$ cat config.mk
export PLATFORM = sky130hd
export DESIGN_NAME = serial_subtractor
export DESIGN_NICKNAME = d
export VERILOG_FILES = /design/src/rtl/serial_subtractor.sv
export SDC_FILE = /design/constraint.sdc
export NUM_CORES = 1
export LEC_CHECK = 0
export ABC_CLOCK_PERIOD_IN_PS = 1900
export CAP_MARGIN = 20
export CORE_MARGIN = 4
export CORE_UTILIZATION = 52
export CTS_CLUSTER_DIAMETER = 80
export CTS_CLUSTER_SIZE = 8
export DETAILED_ROUTE_END_ITERATION = 7
export PLACE_DENSITY = 0.84
export SYNTH_ARGS = -nofsm -noshare
export SYNTH_HDL_FRONTEND = slang
export SYNTH_SLANG_ARGS = --single-unit
$ cat constraint.sdc
create_clock -name clk -period 1.9 [get_ports clk]
set_clock_uncertainty 0.1 [all_clocks]
set_input_delay 0.38 -clock clk [delete_from_list [all_inputs] [get_ports clk]]
set_output_delay 0.38 -clock clk [all_outputs]
set_load 0.05 [all_outputs]
$ cat src/rtl/serial_subtractor.sv
// Bit-serial WIDTH-bit subtractor computing a - b - bin, LSB first, one bit
// per clock through a single full-subtractor cell with a registered borrow.
// A start/busy/done handshake frames each operation. Results (diff, bout,
// zero, ovf) are held until the next operation completes.
module serial_subtractor #(
  parameter int WIDTH = 8
) (
  input  logic             clk,
  input  logic             rst,
  input  logic             start,
  input  logic [WIDTH-1:0] a,
  input  logic [WIDTH-1:0] b,
  input  logic             bin,
  output logic             busy,
  output logic             done,
  output logic [WIDTH-1:0] diff,
  output logic             bout,
  output logic             zero,
  output logic             ovf
);

  localparam int CNT_W = $clog2(WIDTH + 1);

  typedef enum logic [1:0] {
    IDLE = 2'd0,
    RUN  = 2'd1,
    DONE = 2'd2
  } state_e;

  state_e           state_q, state_d;
  logic [WIDTH-1:0] sa_q, sa_d;
  logic [WIDTH-1:0] sb_q, sb_d;
  logic [WIDTH-1:0] sd_q, sd_d;
  logic             br_q, br_d;
  logic [CNT_W-1:0] cnt_q, cnt_d;
  logic             a_msb_q, a_msb_d;
  logic             b_msb_q, b_msb_d;
  logic [WIDTH-1:0] diff_q, diff_d;
  logic             bout_q, bout_d;
  logic             zero_q, zero_d;
  logic             ovf_q, ovf_d;

  logic             accept;
  logic             last_bit;
  logic             cell_d;
  logic             cell_b;
  logic [WIDTH-1:0] sd_next;

  // A start is honoured only when no operation is in flight.
  assign accept   = start && (state_q != RUN);
  assign last_bit = (state_q == RUN) && (cnt_q == CNT_W'(WIDTH - 1));

  // Full-subtractor cell on the current LSBs and the registered borrow.
  assign cell_d  = sa_q[0] ^ sb_q[0] ^ br_q;
  assign cell_b  = (~sa_q[0] & sb_q[0]) | (~(sa_q[0] ^ sb_q[0]) & br_q);
  assign sd_next = {cell_d, sd_q[WIDTH-1:1]};

  // State register.
  // NOTE: sequential state uses non-blocking assignments so every flop samples
  // pre-edge values regardless of process ordering.
  always_ff @(posedge clk or posedge rst) begin
    if (rst) state_q <= IDLE;
    else     state_q <= state_d;
  end

  // Next-state logic: IDLE/DONE accept start, RUN ends on the last bit.
  // NOTE: every combinational output gets a default first so no latch is inferred.
  always_comb begin
    state_d = state_q;
    unique case (state_q)
      IDLE:    if (start) state_d = RUN;
      RUN:     if (last_bit) state_d = DONE;
      DONE:    state_d = start ? RUN : IDLE;
      default: state_d = IDLE;
    endcase
  end

  // Output logic: handshake decoded from state, results from holding regs.
  always_comb begin
    busy = (state_q == RUN);
    done = (state_q == DONE);
    diff = diff_q;
    bout = bout_q;
    zero = zero_q;
    ovf  = ovf_q;
  end

  // Datapath: capture on accept, shift one bit per RUN cycle, load results last.
  always_comb begin
    sa_d    = sa_q;
    sb_d    = sb_q;
    sd_d    = sd_q;
    br_d    = br_q;
    cnt_d   = cnt_q;
    a_msb_d = a_msb_q;
    b_msb_d = b_msb_q;
    diff_d  = diff_q;
    bout_d  = bout_q;
    zero_d  = zero_q;
    ovf_d   = ovf_q;
    if (accept) begin
      sa_d    = a;
      sb_d    = b;
      br_d    = bin;
      cnt_d   = '0;
      a_msb_d = a[WIDTH-1];
      b_msb_d = b[WIDTH-1];
    end else if (state_q == RUN) begin
      sa_d  = {1'b0, sa_q[WIDTH-1:1]};
      sb_d  = {1'b0, sb_q[WIDTH-1:1]};
      sd_d  = sd_next;
      br_d  = cell_b;
      cnt_d = cnt_q + CNT_W'(1);
      if (last_bit) begin
        diff_d = sd_next;
        bout_d = cell_b;
        zero_d = (sd_next == '0);
        // Signed overflow: operand signs differ and result sign leaves a's sign.
        ovf_d  = (a_msb_q != b_msb_q) && (cell_d != a_msb_q);
      end
    end
  end

  // Datapath registers.
  // NOTE: every register, including the shift registers, is reset so an abort
  // leaves no stale operand or result visible.
  always_ff @(posedge clk or posedge rst) begin
    if (rst) begin
      sa_q    <= '0;
      sb_q    <= '0;
      sd_q    <= '0;
      br_q    <= 1'b0;
      cnt_q   <= '0;
      a_msb_q <= 1'b0;
      b_msb_q <= 1'b0;
      diff_q  <= '0;
      bout_q  <= 1'b0;
      zero_q  <= 1'b0;
      ovf_q   <= 1'b0;
    end else begin
      sa_q    <= sa_d;
      sb_q    <= sb_d;
      sd_q    <= sd_d;
      br_q    <= br_d;
      cnt_q   <= cnt_d;
      a_msb_q <= a_msb_d;
      b_msb_q <= b_msb_d;
      diff_q  <= diff_d;
      bout_q  <= bout_d;
      zero_q  <= zero_d;
      ovf_q   <= ovf_d;
    end
  end

endmodule
==> Word level (Yosys, flattened, before mapping) <==
Index checks and enable logic that the tools add are counted.
W data, S select, Z words.
{ "word_totals": {"ff_bits": 44, "input_bits": 20, "output_inout_bits": 13, "elab_cells": 50} }
{ "op_classes": {"addsub": 1, "n_eq_ne": 8, "mux": 12, "bitwise_logic": 8, "reduce_logical": 9} }
{ "op_table": {"columns": ["op", "count"], "rows": [
  ["$mux W8", 4],
  ["$logic_not A8 Y1", 1],
  ["$mux W4", 2],
  ["$pmux W2 S3", 1],
  ["$add A4 B1 Y4 const B", 1],
  ["$eq A4 B3 Y1 const B", 1],
  ["$mux W2", 2],
  ["$ne A2 B1 Y1 const B", 2],
  ["$reduce_and A2 Y1", 2],
  ["$logic_and A1 B1 Y1", 3],
  ["$mux W1", 3],
  ["$not A1 Y1", 3],
  ["$reduce_and A3 Y1", 1],
  ["$and A1 B1 Y1", 2],
  ["$eq A2 B1 Y1 const B", 1],
  ["$eq A2 B2 Y1 const B", 1],
  ["$logic_not A2 Y1", 1],
  ["$ne A1 B1 Y1", 2],
  ["$ne A2 B2 Y1 const B", 1],
  ["$reduce_bool A2 Y1", 1],
  ["$xor A1 B1 Y1", 2],
  ["$or A1 B1 Y1", 1]
]} }

==> Logic depth before layout (Yosys ltp) <==
Gate-level depths: netlist (run 1).
{ "depth": {"word_depth": 6, "depth_mapped": 5, "mapped_depth_nobuf": 5} }

==> Worst setup path after synthesis (run 1) <==
OpenSTA, ideal clock, no wires.
{ "synth_path": {"path_kind": "flip-flop to flip-flop", "startpoint": "reg sa_q[0]", "endpoint": "reg ovf_q, in the netlist ovf", "setup_ns": 0.125, "t_arrival_ns": 1.391, "required_time_ns": 1.675, "slack_ns": 0.284, "path_stages_with_launch": 5, "path_buffers": 0, "period_less_slack_ns": 1.616, "cell_sequence": "dfrtp_1 fa_1 nand2b_1 o22ai_1 mux2_4"} }
{ "synth_via": {"elab_chain_len": 4} }
{ "synth_lines": {"columns": ["item", "line_no", "rtl"], "rows": [
  ["start, declared", "31", "logic [WIDTH-1:0] sa_q, sa_d;"],
  ["start signal, assigned", "129", "sa_q <= '0;"],
  ["start signal, assigned", "141", "sa_q <= sa_d;"],
  ["$xor A1 B1 Y1 (2 in a row)", "54", "assign cell_d = sa_q[0] ^ sb_q[0] ^ br_q;"],
  ["named net cell_d", "45", "logic cell_d;"],
  ["$ne A1 B1 Y1", "119", "ovf_d = (a_msb_q != b_msb_q) && (cell_d != a_msb_q);"],
  ["$logic_and A1 B1 Y1", "119", null],
  ["end signal, assigned", "151", "ovf_q <= ovf_d;"],
  ["end, declared", "41", "logic ovf_q, ovf_d;"]
]} }
The timed path passes the listed nets, and every way through them passes these cells.
A chain may end at the register's enable or synchronous reset.

==> Worst setup path after layout (run 1) <==
{ "layout_path": {"startpoint": "reg state_q[1]", "endpoint": "out busy"} }
{ "layout_via": {"elab_chain_len": 1} }
{ "layout_lines": {"columns": ["item", "line_no", "rtl"], "rows": [
  ["start, declared", "30", "state_e state_q, state_d;"],
  ["start signal, assigned", "63", "else state_q <= state_d;"],
  ["$eq A2 B1 Y1", "80", "busy = (state_q == RUN);"],
  ["end, declared", "14", "output logic busy,"]
]} }
Every way passes these cells.

==> flow_metrics.tcl, run 1 <==
set metrics [dict create \
    antenna_cells 0 \
    ant_nets 0 \
    syn_nets 191 \
    holdCritPathClass "in2async" \
    drive_gt1_frac 0.190 \
    coreArea_mm2 0.00344 \
    p_leak_nw 1.16 \
    track_usage 0.174 \
    maxCapViolCount 0 \
    grt_pass1_wl_um 5870 \
    critPathRequiredTime_ns 1.42 \
    synth_area_mm2 0.00191 \
    rsz0062_at_grt "no" \
    clk_latency_ns 0.30 \
    postCtsSetupBuffers 0 \
    worstSetupEndpointType "primary output" \
    vias 1296 \
    gp_congestion 0.776 \
    antenna_found_initial 0 \
    ctsHtreeMaxLevel 2 \
    crit_chain "nand2b_4 -> inv_2 -> buf_12" \
    dp_hpwl_um 2500 \
    crit_family "buffers and inverters" \
    timing.setup.tns_ns 0 \
    path_class "reg2out" \
    fin_hold_ws_ns 0.346 \
    dieArea_mm2 0.00471 \
    grt_overflow 0 \
    yosysWarnings 0 \
    hold_buffers 0 \
    r2r_start "sa_q[0]$_DFFE_PP0P_" \
    powerDensity_mw_per_mm2 1680 \
    drt_first_iter_violations 55 \
    worstReg2RegEnd "ovf$_DFFE_PP0P_" \
    finalCriticalPeriod_ns 1.82 \
    finalCritPeriodShare 0.955 \
    ys.flop_type "dfrtp_1" \
    ys_ff_latch 43 \
    fmax_mhz 551 \
    critical-path-max-stage-delay_ns 0.38 \
    finish.utilization 0.702 \
    drc_errors 0 \
    row_count 21 \
    fp.dieH_um 68.6 \
    yosys.cell_types.count 25 \
    reg2reg_setup_slack_ns 0.16 \
    async_flop_share 1.00 \
    seq_area_frac_synth 0.564 \
    path_depth 3 \
    grt_pass1_vias 1330 \
    cts_tree "built" \
    wirelength_um 3450 \
    wl_per_cell_um 13.7 \
    synth_common_cells "43 x dfrtp_1, 43 x nand2_1, 19 x mux2i_1, 19 x o21ai_0, 7 x mux2_4" \
    worstPathArrival_ns 1.34 \
    via_per_inst 5.16 \
    finalMaxSlewViolations 0 \
    cts-resized-gates 0 \
    drtPass1Iterations 4 \
    tightest_slew_ns 0.271 \
    path_buf_inv 2 \
    slowest_stage "dfrtp_1" \
    final-hold-violation-count 0 \
    status "finished clean" \
    clk_pin_slew_ns 0.08 \
    finalSetupViolCount 0 \
    cts_root_buf "clkbuf_8" \
    area_growth_pct 26.5 \
    cts_buffers 5 \
    crit_path_start_kind "flip-flop" \
    slew_headroom 0.819 \
    max-vdd-ir-drop_uv 780 \
    synth_area_leader_cell "dfrtp_1" \
    synth_area_leaders "dfrtp_1 56%, mux2i_1 10%, nand2_1 8.5%, mux2_4 5.5%, o21ai_0 5.0%" \
    crit_start "state_q[1]$_DFFE_PP0P_" \
    port_buffers 32 \
    grt_max_degree 44 \
    nets 226 \
    ctsLongestPathBuffers 2 \
    clock-sinks 43 \
    io_pins 33 \
    crit_end "busy" \
    start_util 0.555 \
    synth_edf_count 0 \
    reg2reg_depth 4 \
    synth_cells 169 \
    critPathMaxFanout 15 \
    synth_top_area_frac 0.564 \
    synth.avg_cell_area_um2 11.3 \
    die_width_um 68.6 \
]
[kinds of logic (layout without fill, tap and decap cells)]
group           after synthesis  after routing  synth area share
simple gates                 54             54             0.125
compound gates               24             24            0.0688
fa+ha+maj                     2              2            0.0170
flops                        43             43             0.564
mux                          31             31             0.184
buf+inv                      15             51            0.0413
[flip-flops by register name, indices dropped and copies added (netlist names), 2 cells and up]
name     flops
sa_q         8
cnt_q        4
state_q      2
diff         8
sd_q         7
sb_q         8
[layout make-up]
cell class	instances	area [um2]
Sequential cell	43	1080
Fill cell	264	1030
Multi-Input combinational cell	111	754
Timing Repair Buffer	36	368
Clock buffer	6	72.6
Clock inverter	2	60.1
Tap cell	46	57.6
Inverter	7	26.3
[where the power goes]
part           total (mW)  internal, mW  leakage, nW  switching (mW)
registers            1.58          1.30        0.543           0.278
logic                1.64         0.665        0.555           0.972
clock network       0.837         0.525       0.0654           0.312
total                4.05          2.49         1.16            1.56
[tightest hold or removal path, stage by stage]
cell and delay (ns):
clkdlybuf4s50_1 0.40, inv_1 0.10, buf_12 0.24
[per-layer routing]
metal / wire [um] / vias up / share of wire / GRT usage
met5: 0 / - / 0 / 0
met3: 239 / 7 / 0.069 / 0.0665
met2: 1720 / 34 / 0.50 / 0.278
li1: - / 633 / - / -
met4: 63 / 0 / 0.018 / 0.0819
met1: 1420 / 622 / 0.41 / 0.206
[layout by cell type, fill, tap and decap left out]
master and instances:
nand2_1 43, dfrtp_1 43, mux2i_1 19, o21ai_0 19
clkdlybuf4s50_1 19, buf_4 13, mux2_4 7, inv_1 6
mux2_2 5, clkbuf_8 5, buf_12 4, nor2_1 3
nor4_1 2, nand3_1 2, bufinv_16 2, nand2b_1 1
o22ai_1 1, nand2b_4 1, nor3_4 1, a31oi_1 1
inv_2 1, o22a_1 1, o211a_1 1, a21oi_1 1
and2b_1 1, fa_1 1, ha_1 1, clkbuf_1 1
[through the flow]
stage | instance area [um2] | worst slack, ns | cells | total power, mW
6_report | 2410 | 0.0850 | 251 | 4.05
3_5_place_dp | 2280 | 0.166 | 243 | 3.25
5_1_grt | 2410 | 0.0124 | 251 | 4.34
3_3_place_gp | 2280 | 0.191 | 243 | 3.15
4_1_cts | 2410 | 0.0753 | 251 | 4.09
2_1_floorplan | 1910 | 0.284 | 169 | 2.76
[worst min path at each step]
| stage | endpoint | slack (ns) | depth (start not counted) |
|---|---|---|---|
| finish | b_msb_q$_DFFE_PP0P_ | 0.35 | 3 |
| global route | zero$_DFFE_PP0P_ | 0.37 | 3 |
| CTS | zero$_DFFE_PP0P_ | 0.35 | 3 |
| detailed placement | sb_q[1]$_DFFE_PP0P_ | 0.38 | 2 |
| global placement | sb_q[1]$_DFFE_PP0P_ | 0.36 | 2 |
| floorplan | sa_q[0]$_DFFE_PP0P_ | 0.35 | 2 |
Power figures use the tool's default switching activity.
==> run 2: changes to the inputs <==
CORE_MARGIN = 5   (was 4)
REMOVE_ABC_BUFFERS = 1   (was not set)
==> run 2 against run 1 <==
Global-route usage is 2.9 points lower; sequential share of layout area is 0.26 points higher; die area increased by 5.9%; via count is 0.31% higher; largest cell class unchanged; count of clock-buffer cells in the layout shrank 1; combinational power is essentially flat; non-clock buffer count is 4 higher; highest routed layer unchanged; critical path type unchanged.
==> flow_metrics.tcl, run 2 (synthesized netlist as in run 1, its figures left out) <==
set metrics [dict create \
    dieArea_mm2 0.00498 \
    grt_overflow 0 \
    crit_path_start_kind "flip-flop" \
    postCtsSetupBuffers 0 \
    grt_pass1_wl_um 5710 \
    die_width_um 70.6 \
    grt_pass1_vias 1285 \
    wirelength_um 3350 \
    clk_latency_ns 0.30 \
    vias 1300 \
    grt_max_degree 44 \
    critPathRequiredTime_ns 1.42 \
    ctsHtreeMaxLevel 2 \
    holdCritPathClass "in2async" \
    switching_share 0.408 \
    gp_congestion 0.750 \
    nets 230 \
    grt_use_met1 0.174 \
    critPathMaxFanout 17 \
    final-hold-violation-count 0 \
    comb_power_share 0.437 \
    fp.dieH_um 70.6 \
    clk_pin_slew_ns 0.08 \
    path_class "reg2out" \
    finalMaxSlewViolations 0 \
    cts_tree "built" \
    rsz0062_at_grt "no" \
    max-vdd-ir-drop_uv 642 \
    drive_gt1_frac 0.211 \
    worst_slack_ns 0.138 \
    worstSetupEndpointType "primary output" \
    internal-power_mw 2.25 \
    io_pins 33 \
    clock-sinks 43 \
    area_growth_pct 25.8 \
    wl_per_cell_um 13.0 \
    port_buffers 32 \
    clkPwrFrac 0.148 \
    finalCriticalPeriod_ns 1.76 \
    finalCritPeriodShare 0.927 \
    coreArea_mm2 0.00361 \
    timing.setup.tns_ns 0 \
    start_util 0.529 \
    met2_usage 0.239 \
    track_usage 0.145 \
    finish.utilization 0.666 \
    antenna_found_initial 0 \
    dp_hpwl_um 2380 \
    status "finished clean" \
    fmax_mhz 568 \
    p_leak_nw 1.17 \
    tightest_slew_ns 0.251 \
    grt.busiest_layer "met2" \
    cts_root_buf "clkbuf_8" \
    cts-resized-gates 0 \
    via_per_inst 5.06 \
    ant_nets 0 \
    cts_buffers 5 \
    use_met3 0.0526 \
    hold_buffers 0 \
    slew_headroom 0.831 \
    maxCapViolCount 0 \
    finalSetupViolCount 0 \
    powerDensity_mw_per_mm2 1580 \
    drt_first_iter_violations 59 \
    antenna_cells 0 \
    fill_cells 283 \
    p_seq_frac 0.414 \
    row_count 22 \
    layout_common_cells "43 x nand2_1, 43 x dfrtp_1, 19 x mux2i_1, 19 x o21ai_0, 19 x clkdlybuf4s50_1" \
    drc_errors 0 \
    ctsLongestPathBuffers 2 \
    worstPathArrival_ns 1.28 \
    drtPass1Iterations 4 \
    place_worst_setup_slack_ns 0.200 \
    power_switching_mw 1.55 \
]
==> run 2: power groups by stage <==
stage	combinational, mW	clock [mW]	sequential, mW
floorplan	0.849	0	1.85
global placement	1.62	0	1.57
global route	1.83	0.617	1.63
CTS	1.68	0.577	1.58
finish	1.66	0.563	1.57
detailed placement	1.67	0	1.59
==> run 2: metrics by stage <==
step | instances | total power [mW] | hold WS, ns | area (um2)
final | 257 | 3.79 | 0.341 | 2400
after global routing | 257 | 4.08 | 0.380 | 2400
after floorplan | 161 | 2.70 | 0.349 | 1860
after CTS | 257 | 3.83 | 0.350 | 2400
after global placement | 249 | 3.19 | 0.360 | 2310
after detailed placement | 249 | 3.26 | 0.374 | 2310
==> run 2: final cells by class <==
type | count | area, um2 | area share
Sequential cell | 43 | 1080 | 0.448
Multi-Input combinational cell | 111 | 754 | 0.314
Timing Repair Buffer | 40 | 398 | 0.166
Clock buffer | 5 | 68.8 | 0.0287
Tap cell | 48 | 60.1 | 0.0250
Inverter | 7 | 28.8 | 0.0120
Clock inverter | 3 | 15.0 | 0.00625
==> run 2: final timing paths <==
| kind | slack [ns] | startpoint | endpoint | cells past startpoint |
|---|---|---|---|---|
| worst max-delay path | 0.14 | state_q[1]$_DFFE_PP0P_ | busy | 3 |
| worst min register to register | 0.39 | sb_q[4]$_DFFE_PP0P_ | sb_q[3]$_DFFE_PP0P_ | 2 |
| max in group asynchronous | 1.15 | rst | sa_q[7]$_DFFE_PP0P_ | 3 |
| worst max register to register | 0.19 | sa_q[0]$_DFFE_PP0P_ | ovf$_DFFE_PP0P_ | 4 |
| worst min-delay path | 0.34 | rst | sa_q[3]$_DFFE_PP0P_ | 3 |
| min in group clk | 0.39 | sb_q[4]$_DFFE_PP0P_ | sb_q[3]$_DFFE_PP0P_ | 2 |
==> run 2: critical path: stages, from the launching register on <==
cell and delay (ns):
dfrtp_1 0.38, nand2b_4 0.23, inv_4 0.20, buf_12 0.17
==> run 2: layer usage <==
metal	vias to the layer above	part of all wire
met1	619	0.45
li1	642	-
met4	0	0.016
met2	32	0.47
met3	7	0.066
met5	-	0
==> run 3: changes to the inputs <==
ABC_AREA = 1   (was not set)
CORE_UTILIZATION = 51   (was 52)
PLACE_DENSITY = 0.83   (was 0.84)
==> run 3 against run 2 <==
Routed wire length increased by 14%; final cell count up 16%; critical path depth increased by 3; sequential share of layout area increased by 1.1 points; non-clock buffer count down 4; via count up 15%; sequential cell count unchanged; power rose by 8.6%; highest routed layer unchanged.
==> flow_metrics.tcl, run 3 <==
set metrics [dict create \
    slew_headroom 0.733 \
    grt_pass1_vias 1494 \
    final-hold-violation-count 0 \
    ys_ff_latch 43 \
    status "finished clean" \
    synth.avg_cell_area_um2 8.84 \
    finalSetupViolCount 0 \
    holdCritPathClass "in2async" \
    hold_buffers 0 \
    gp_congestion 0.785 \
    synth_area_leader_cell "dfrtp_1" \
    synth_common_cells "72 x nand2_1, 43 x dfrtp_1, 34 x nand3_1" \
    antenna_found_initial 0 \
    cts_buffers 5 \
    yosysWarnings 0 \
    antenna_cells 0 \
    critPathRequiredTime_ns 1.99 \
    clk_latency_ns 0.30 \
    worstPathArrival_ns 1.70 \
    grt_overflow 0 \
    drt_first_iter_violations 93 \
    finalCritPeriodShare 0.847 \
    drc_errors 0 \
    worstSetupEndpointType "flip-flop" \
    synth_area_mm2 0.00187 \
    nets 270 \
    synth_top_area_frac 0.574 \
    critPathMaxFanout 3 \
    clock-sinks 43 \
    finalMaxSlewViolations 0 \
    grt_max_degree 44 \
    report.power.total_mw 4.12 \
    fmax_mhz 621 \
    maxCapViolCount 0 \
    drive_gt1_frac 0.161 \
    rsz0062_at_grt "no" \
    powerDensity_mw_per_mm2 1760 \
    crit_start "sa_q[0]$_DFFE_PP0P_" \
    dieArea_mm2 0.00499 \
    row_count 22 \
    tightest_slew_ns 0.398 \
    path_class "reg2reg" \
    io_pins 33 \
    wl_per_cell_um 12.8 \
    layout_common_cells "72 x nand2_1, 43 x dfrtp_1, 34 x nand3_1, 19 x clkdlybuf4s50_1" \
    max-vdd-ir-drop_uv 732 \
    start_util 0.520 \
    cts_root_buf "clkbuf_8" \
    layout_commonest_cell "nand2_1" \
    synth_edf_count 0 \
    finish.utilization 0.650 \
    finalNonFillerCells 297 \
    fp.dieH_um 70.6 \
    grt_pass1_wl_um 6680 \
    die_width_um 70.6 \
    timing.setup.tns_ns 0 \
    postCtsSetupBuffers 0 \
    reg2reg_setup_slack_ns 0.29 \
    port_buffers 32 \
    vias 1501 \
    ant_nets 0 \
    seq_area_frac_synth 0.574 \
    crit_path_start_kind "flip-flop" \
    ctsLongestPathBuffers 2 \
    worstReg2RegEnd "ovf$_DFFE_PP0P_" \
    clk_pin_slew_ns 0.08 \
    wirelength_um 3810 \
    r2r_start "sa_q[0]$_DFFE_PP0P_" \
    yosys.cell_types.count 21 \
    synth_area_leaders "dfrtp_1 57%, nand2_1 14%, nand3_1 9.1%, o21ai_2 3.3%, inv_1 2.8%" \
    cts_tree "built" \
    synth_cells 212 \
    coreArea_mm2 0.00361 \
    dp_hpwl_um 2630 \
    ys.flop_type "dfrtp_1" \
    via_per_inst 5.05 \
    finalCriticalPeriod_ns 1.61 \
    post-synth-top-count-cell "nand2_1" \
    ctsHtreeMaxLevel 2 \
    dp_cells 289 \
    p_leak_nw 1.16 \
    drtPass1Iterations 4 \
    async_flop_share 1.00 \
    track_usage 0.171 \
    area_growth_pct 25.0 \
    crit_end "ovf$_DFFE_PP0P_" \
    cts-resized-gates 0 \
    reg2reg_depth 6 \
    fin_hold_ws_ns 0.348 \
]
==> run 3: changes by cell type in the layout (fill, tap and decap cells not counted), sizes merged, moves of 4 or more <==
cell,change
nand3,+32
nand2,+31
mux2i,-19
mux2,-12
inv,+11
nor2,+9
buf,-4
==> run 3: cells by family (layout without fill, tap and decap cells) <==
logic type                 count (synthesis)  in the layout  share of synthesized area
adders and majority gates                  2              2                     0.0174
buffers and inverters                     25             62                     0.0607
and+or+nand+nor                          121            121                      0.277
DFF                                       43             43                      0.574
AOI/OAI and AO/OA                         21             21                     0.0708
==> run 3: layout make-up <==
cell class / count / area (um2)
inverters: 18 / 67.6
flip-flops and latches: 43 / 1080
clock buffers: 8 / 100
well taps: 48 / 60.1
repair buffers: 36 / 355
fillers: 304 / 1260
multi-input cells: 144 / 684
==> run 3: layer usage <==
layer / part of all wire / wire (um) / global-route usage
met2: 0.49 / 1860 / 0.267
met4: 0.023 / 87 / 0.0835
met5: 0 / 0 / 0
met3: 0.039 / 148 / 0.0469
met1: 0.45 / 1710 / 0.221
==> run 3: critical path: stages (launching register included) <==
cell and delay, ns:
dfrtp_1 0.42, fa_1 0.62, inv_1 0.10, nand3_1 0.07, nand2_1 0.07, nand2_1 0.07
nand2_1 0.05
==> run 3: worst min path at each step <==
| stage | startpoint | slack (ns) | endpoint | cells past startpoint |
|---|---|---|---|---|
| 2_1_floorplan | sa_q[7]$_DFFE_PP0P_ | 0.35 | sa_q[7]$_DFFE_PP0P_ | 2 |
| 5_1_grt | rst | 0.39 | diff[6]$_DFFE_PP0P_ | 3 |
| 3_5_place_dp | diff[1]$_DFFE_PP0P_ | 0.37 | diff[1]$_DFFE_PP0P_ | 2 |
| 4_1_cts | rst | 0.36 | diff[6]$_DFFE_PP0P_ | 3 |
| 3_3_place_gp | sb_q[2]$_DFFE_PP0P_ | 0.37 | sb_q[2]$_DFFE_PP0P_ | 2 |
| 6_report | rst | 0.35 | sa_q[3]$_DFFE_PP0P_ | 3 |
==> run 3: power breakdown <==
group          total, mW  internal, mW  switching (mW)
logic               1.91         0.652            1.26
clock network      0.628         0.332           0.297
registers           1.58          1.32           0.262
==> run 3: metrics by stage <==
stage | area, um2 | worst slack [ns]
after floorplan | 1830 | 0.334
after global routing | 2340 | 0.176
after detailed placement | 2240 | 0.230
after CTS | 2340 | 0.298
after global placement | 2240 | 0.244
final | 2340 | 0.290
